File: src/rtl/mac_job_arbiter.sv
// Two-requester round-robin arbiter sharing one signed DW x DW multiply-accumulate datapath.
// Optional watchdog abort of stalled jobs is enabled by defining MAC_JOB_ARBITER_TIMEOUT_EN.
module mac_job_arbiter #(
   parameter int DW      = 4,
   parameter int AW      = 11,
   parameter int MAX_LEN = 8,
   parameter int LW      = 4
`ifdef MAC_JOB_ARBITER_TIMEOUT_EN
   ,
   parameter int TIMEOUT = 16
`endif
) (
   input  logic          clk,
   input  logic          reset,
   input  logic          req0,
   input  logic          req1,
   input  logic [LW-1:0] len0,
   input  logic [LW-1:0] len1,
   input  logic [DW-1:0] a0,
   input  logic [DW-1:0] b0,
   input  logic [DW-1:0] a1,
   input  logic [DW-1:0] b1,
   input  logic          valid0,
   input  logic          valid1,
   output logic          ready0,
   output logic          ready1,
   output logic [1:0]    gnt,
   output logic          res_valid,
   input  logic          res_ready,
   output logic [AW-1:0] res_data,
   output logic          res_id,
   output logic          res_err
);

   typedef enum logic [1:0] {S_IDLE, S_ACCUM, S_DONE} state_t;

   state_t        state_q, state_d;
   logic          owner_q, owner_d;
   logic          ptr_q, ptr_d;
   logic [LW-1:0] len_q, len_d;
   logic [LW-1:0] cnt_q, cnt_d;
   logic [AW-1:0] acc_q, acc_d;

   logic                   win;
   logic [LW-1:0]          len_sel;
   logic [LW-1:0]          len_clamped;
   logic                   beat;
   logic [DW-1:0]          op_a, op_b;
   logic signed [2*DW-1:0] ext_a, ext_b, prod;
   logic [AW-1:0]          prod_ext;

   // With both requesting, the pointer side wins; otherwise whoever is asking.
   assign win         = (req0 && req1) ? ptr_q : req1;
   assign len_sel     = win ? len1 : len0;
   assign len_clamped = (len_sel > LW'(MAX_LEN)) ? LW'(MAX_LEN) : len_sel;

   assign op_a     = owner_q ? a1 : a0;
   assign op_b     = owner_q ? b1 : b0;
   assign ext_a    = {{DW{op_a[DW-1]}}, op_a};
   assign ext_b    = {{DW{op_b[DW-1]}}, op_b};
   assign prod     = ext_a * ext_b;
   assign prod_ext = {{(AW-2*DW){prod[2*DW-1]}}, prod};
   assign beat     = (state_q == S_ACCUM) && (owner_q ? valid1 : valid0);

   assign gnt       = (state_q == S_ACCUM) ? (owner_q ? 2'b10 : 2'b01) : 2'b00;
   assign ready0    = gnt[0];
   assign ready1    = gnt[1];
   assign res_valid = (state_q == S_DONE);
   assign res_data  = acc_q;
   assign res_id    = owner_q;

`ifdef MAC_JOB_ARBITER_TIMEOUT_EN
   localparam int WDW = $clog2(TIMEOUT + 1);
   logic           err_q, err_d;
   logic [WDW-1:0] wd_q, wd_d;
   assign res_err = err_q;
`else
   assign res_err = 1'b0;
`endif

   always_comb begin
      state_d = state_q;
      owner_d = owner_q;
      ptr_d   = ptr_q;
      len_d   = len_q;
      cnt_d   = cnt_q;
      acc_d   = acc_q;
`ifdef MAC_JOB_ARBITER_TIMEOUT_EN
      err_d   = err_q;
      wd_d    = wd_q;
`endif
      case (state_q)
         S_IDLE: begin
            if (req0 || req1) begin
               owner_d = win;
               len_d   = len_clamped;
               cnt_d   = '0;
               acc_d   = '0;
`ifdef MAC_JOB_ARBITER_TIMEOUT_EN
               err_d   = 1'b0;
               wd_d    = '0;
`endif
               state_d = (len_clamped == '0) ? S_DONE : S_ACCUM;
            end
         end
         S_ACCUM: begin
            if (beat) begin
               acc_d = acc_q + prod_ext;
               cnt_d = cnt_q + LW'(1);
`ifdef MAC_JOB_ARBITER_TIMEOUT_EN
               wd_d  = '0;
`endif
               if (cnt_q == len_q - LW'(1)) begin
                  state_d = S_DONE;
               end
            end
`ifdef MAC_JOB_ARBITER_TIMEOUT_EN
            else if (wd_q == WDW'(TIMEOUT - 1)) begin
               // Abort keeps the partial sum so the consumer can see how far the job got.
               err_d   = 1'b1;
               state_d = S_DONE;
            end else begin
               wd_d = wd_q + WDW'(1);
            end
`endif
         end
         S_DONE: begin
            if (res_ready) begin
               ptr_d   = ~owner_q;
               state_d = S_IDLE;
            end
         end
         default: state_d = S_IDLE;
      endcase
   end

   always_ff @(posedge clk) begin
      if (reset) begin
         state_q <= S_IDLE;
         owner_q <= 1'b0;
         ptr_q   <= 1'b0;
         len_q   <= '0;
         cnt_q   <= '0;
         acc_q   <= '0;
`ifdef MAC_JOB_ARBITER_TIMEOUT_EN
         err_q   <= 1'b0;
         wd_q    <= '0;
`endif
      end else begin
         state_q <= state_d;
         owner_q <= owner_d;
         ptr_q   <= ptr_d;
         len_q   <= len_d;
         cnt_q   <= cnt_d;
         acc_q   <= acc_d;
`ifdef MAC_JOB_ARBITER_TIMEOUT_EN
         err_q   <= err_d;
         wd_q    <= wd_d;
`endif
      end
   end

endmodule

File: config.mk
export PLATFORM = sky130hd
export DESIGN_NAME = mac_job_arbiter
export DESIGN_NICKNAME = d
export VERILOG_FILES = /design/src/rtl/mac_job_arbiter.sv
export SDC_FILE = /design/constraint.sdc
export NUM_CORES = 1
export LEC_CHECK = 0
export ABC_AREA = 1
export ABC_CLOCK_PERIOD_IN_PS = 7500
export BUFFER_PORTS_ARGS = -buffer_cell sky130_fd_sc_hd__buf_2
export CELL_PAD_IN_SITES_DETAIL_PLACEMENT = 1
export CELL_PAD_IN_SITES_GLOBAL_PLACEMENT = 2
export CORE_UTILIZATION = 31
export CTS_BUF_LIST = sky130_fd_sc_hd__clkbuf_8 sky130_fd_sc_hd__clkbuf_16
export CTS_CLUSTER_SIZE = 25
export DETAILED_ROUTE_END_ITERATION = 8
export GPL_TIMING_DRIVEN = 1
export PLACE_DENSITY = 0.81
export SLEW_MARGIN = 25
export SYNTH_ARGS = -nofsm -noshare
export SYNTH_HDL_FRONTEND = slang
export SYNTH_SLANG_ARGS = --single-unit
File: constraint.sdc
create_clock -name clk -period 7.5 [get_ports clk]
set_clock_uncertainty 0.1 [all_clocks]
set_input_delay 1.5 -clock clk [delete_from_list [all_inputs] [get_ports clk]]
set_output_delay 1.5 -clock clk [all_outputs]
set_load 0.1 [all_outputs]
# After elaboration in Yosys (flattened, before gate mapping)
# Index checks and enable logic that the tools add are counted.
[totals]
ff_bits = 23
latch_bits = 0
ramBits = 0
rom_bits = 0
in_bits = 31
out_inout_bits = 18
mem_count = 0
[classes]
n_addsub = 3
n_mul = 1
n_div = 0
order_cmp = 1
eq_ne = 7
n_shift = 0
muxes = 20
n_bitwise = 1
n_reduce_logical = 10
[op_table]
columns = ["cell", "count"]
rows = [
  ["$mux W4", 6],
  ["$mux W11", 2],
  ["$pmux W11 S2", 1],
  ["$mux W2", 7],
  ["$add A11 B11 Y11", 1],
  ["$mul A4 B4 Y8", 1],
  ["$pmux W4 S2", 1],
  ["$pmux W2 S3", 1],
  ["$add A4 B1 Y4 const B", 1],
  ["$eq A4 B4 Y1", 1],
  ["$gt A4 B4 Y1 const B", 1],
  ["$logic_not A4 Y1", 1],
  ["$ne A2 B1 Y1 const B", 2],
  ["$ne A2 B2 Y1 const B", 2],
  ["$reduce_and A2 Y1", 2],
  ["$reduce_and A4 Y1", 1],
  ["$sub A4 B1 Y4 const B", 1],
  ["$reduce_and A3 Y1", 1],
  ["$eq A2 B1 Y1 const B", 1],
  ["$eq A2 B2 Y1 const B", 1],
  ["$logic_and A1 B1 Y1", 2],
  ["$logic_not A2 Y1", 1],
  ["$mux W1", 2],
  ["$reduce_bool A2 Y1", 1],
  ["2 further kinds", 2],
]

# Depth between registers and ports, before layout
[depth]
ltp_word = 9
depth_mapped = 26
mapped_depth_nobuf = 26

# Worst setup path before layout
# Ideal clock, no wire load.
[synth_timing]
path_kind = "input to register"
start = "input b1[3]"
end = "register acc_q[9], in the netlist res_data[9]"
arrival_time_ns = 5.707
required_time_ns = 7.281
path_slack_ns = 1.574
path_stages = 24
path_buffers = 0
path_cell_list = "or2_2 > o21ai_1 > inv_1 > nand2_1 > fa_1 > fa_1 > fa_1 > inv_1 > ha_1 > fa_1 > nand3_1 > nand4_1 > nand2_1 > inv_1 > nand3_1 > nand2_1 > ha_1 > inv_1 > nor3_1 > nand3_1 > nand4_1 > a21boi_1 > o21ai_1 > a21oi_1"
[synth_via]
elab_chain_len = 5
[synth_lines]
columns = ["item", "line", "rtl"]
rows = [
  ["start, declared", "22", "input logic [DW-1:0] b1,"],
  ["$mux W4", "58", "assign op_b = owner_q ? b1 : b0;"],
  ["$mul A4 B4 Y8", "61", "assign prod = ext_a * ext_b;"],
  ["$add A11 B11 Y11", "108", "acc_d = acc_q + prod_ext;"],
  ["$mux W11", "107", "if (beat) begin"],
  ["$pmux W11 S2", "92", "case (state_q)"],
  ["end signal, assigned", "144", "acc_q <= '0;"],
  ["end signal, assigned", "155", "acc_q <= acc_d;"],
  ["end, declared", "42", "logic [AW-1:0] acc_q, acc_d;"],
]
# Every way passes these cells. The select of a mux whose other input is x is not followed.
# A chain may end at the register's enable or synchronous reset.

# Worst setup path in the final report
[layout_timing]
start = "input a1[2]"
end = "register acc_q[9], in the netlist res_data[9]"
[layout_via]
elab_chain_len = 5
[layout_lines]
columns = ["item", "line", "rtl"]
rows = [
  ["start, declared", "21", "input logic [DW-1:0] a1,"],
  ["$mux W4", "57", "assign op_a = owner_q ? a1 : a0;"],
  ["$mul A4 B4 Y8", "61", ""],
  ["$add A11 B11 Y11", "108", ""],
  ["$mux W11", "107", ""],
  ["$pmux W11 S2", "92", ""],
]
# Every way passes these cells. The select of a mux whose other input is x is not followed.

==> flow_summary.yaml <==
status:
  status: "completed"
job:
  drv_cap: 0
timing:
  fin_crit_sh_pct: 82.2
  rsz0062_at_grt: "false"
  max_freq_ghz: 0.162
  finalHoldViolCount: 0
  final-setup-viol-count: 0
  worst_hold_slack_ps: 393
  setup-tns-final_ps: 0
  slew_headroom_pct: 62.3
  period_minus_slack_ps: 6170
  drv_slew: 0
  tightest_slew_ps: 565
clock_tree:
  cts_made_buffers: 3
  cts_tree: "done"
  htreeDepth: 1
  postCtsSetupRepairBufs: 0
  numClockSinks: 23
  cts_resized: 0
  cts_root_buf: "clkbuf_8"
  cts_hold_buf: 0
  path_clk_slew_ps: 80
  clk-insertion-delay-late_ps: 270
  clock_path_buffers: 2
detailed_routing:
  detail_route.wl_per_cell_um: 12.7
  drt_wl_total_um: 6080
  antenna_left: 0
  remaining_drc_errors: 0
  vias_per_cell: 4.78
  drtIter0Drc: 26
  first_pass_iters: 4
  dr_total_vias: 2282
worst_setup_path:
  cp_slowest_stage_delay_ps: 520
  r2r-start: "res_id"
  worst-setup-path-type: "input pin to flop"
  cpMostUsedCell: "fa_1"
  rrSetupSlack_ps: 1800
  cp-startpoint: "a1[2]"
  critPathSlowestCell: "fa_1"
  end_kind: "flop"
  timing.rr.end: "res_data[9]"
  r2r_cells: 24
  crit_chain: "buf_2 > or2_2 > o21ai_0 > or2_2 > fa_1 > fa_1 > fa_1 > inv_1 > ha_1 > fa_1 > nand3_1 > nand4_1 > nand2_1 > inv_1 > nand3_1 > nand2_1 > ha_1 > inv_1 > nor3_1 > nand3_1 > nand4_1 > a21boi_1 > o21ai_1 > a21oi_1"
  cp_max_fo: 6
  critPathRequiredTime_ps: 7550
  worst_setup_path_start_kind: "input pin"
  arrival_ps: 6210
hold_path:
  min_from: "res_data[6]"
  holdPathEnd: "res_data[6]"
  hp-class: "flop to flop"
  hold_depth: 2
global_routing:
  first_global_vias: 2204
  grt_antenna_before_repair: 0
  grt_usage_pct: 16.2
  grt_pass1_wl_um: 10000
  grt_max_degree: 19
  overflow: 0
yosys:
  synth_area_leaders: "dfxtp_1 (20%), ha_1 (13%), nand2_1 (10%)"
  avgSynthCellArea_um2: 7.05
  synth_top_flop_cell: "dfxtp_1"
  synthTopCellsByCount: "nand2_1 (65), inv_1 (47), a21oi_1 (30)"
  yosysTopAreaCellShare_pct: 19.5
  synthArstFlopShare_pct: 0
  syn_nets: 400
  yosysUniqueCellTypes: 36
  synth_top_area_cell: "dfxtp_1"
  synth_edf_count: 0
  syn-cell-area_um2: 2360
  synth_most_common_cell: "nand2_1"
  ys_warn_count: 0
  yosysSeqAreaShare_pct: 19.5
  synth_seq_cells: 23
  syn_inst: 335
floorplan:
  rows: 31
  core_region_area_um2: 7290
  die_w_um: 89.3
  dieArea_um2: 7970
  die_h_um: 89.3
  initial_core_util_pct: 32.4
  ios: 49
layout:
  drive_above_1_share_pct: 19.6
  num_antenna_cells: 0
  syn_to_final_growth_pct: 13.8
  nNetsFinal: 444
  design_area_um2: 2690
placement:
  io_buffers: 47
  hpwl_um: 5160
  routabilityCongestion: 0.840
  dpl_cell_area_um2: 2640
-- layout by cell type (no fill, tap or decap), drive strengths merged, types with 10 or more instances in the layout --
cell | Yosys | routed
a21oi | 30 | 30
buf | 6 | 47
dfxtp | 23 | 23
fa | 10 | 10
ha | 24 | 24
inv | 51 | 51
nand2 | 71 | 71
nand3 | 27 | 27
nor2 | 28 | 28
o21ai | 20 | 20
-- how the worst max path moves through the flow --
stage                        to  slack [ps]  cells after the start
floorplan           res_data[9]        1570                     24
global placement    res_data[9]        1170                     24
detailed placement  res_data[9]        1020                     24
CTS                 res_data[9]        1310                     24
global route        res_data[9]         870                     25
finish              res_data[9]        1330                     24
-- metrics by stage --
stage | worst slack [ps] | util [%] | cells
floorplan | 1570 | - | 335
global placement | 1170 | 36.2 | 473
detailed placement | 1020 | 36.2 | 473
CTS | 1310 | 36.8 | 477
global route | 871 | 36.8 | 477
finish | 1330 | 36.8 | 477
-- layout make-up --
class / count / area [µm²]
Tap cell: 99 / 124
Sequential cell: 23 / 460
Clock buffer: 3 / 41.3
Multi-Input combinational cell: 253 / 1630
Timing Repair Buffer: 47 / 235
Clock inverter: 1 / 5.00
Inverter: 51 / 191
Fill cell: 974 / 4610
-- logic make-up after synthesis --
kind of cell,synth area share (%)
simple gates,28.0
flops,19.5
fa+ha+maj,21.2
compound gates,14.9
xor+xnor,2.97
other cells,0.159
buf+inv,11.5
mux,1.70
-- layer usage --
| metal | vias up | global-route usage, % | share of wire [%] |
|---|---|---|---|
| li1 | 1181 | - | - |
| met1 | 1065 | 21.9 | 50 |
| met2 | 32 | 27.7 | 46 |
| met3 | 4 | 1.75 | 2.8 |
| met4 | 0 | 3.46 | 0.90 |
| met5 | - | 0 | 0 |
-- registers in the layout, indices dropped and copies added, names as in the netlist --
name      count
state_q       2
res_id        1
len_q         4
ptr_q         1
res_data     11
cnt_q         4
-- critical path, delay by kind of cell --
| kind | cells | cell delay, ps |
|---|---|---|
| simple gates | 10 | 1540 |
| buf+inv | 4 | 290 |
| fa+ha+maj | 6 | 2460 |
| compound gates | 4 | 430 |
Power is not shown: default switching activity piles up to over one toggle a cycle in this logic, so the estimate is an artifact.
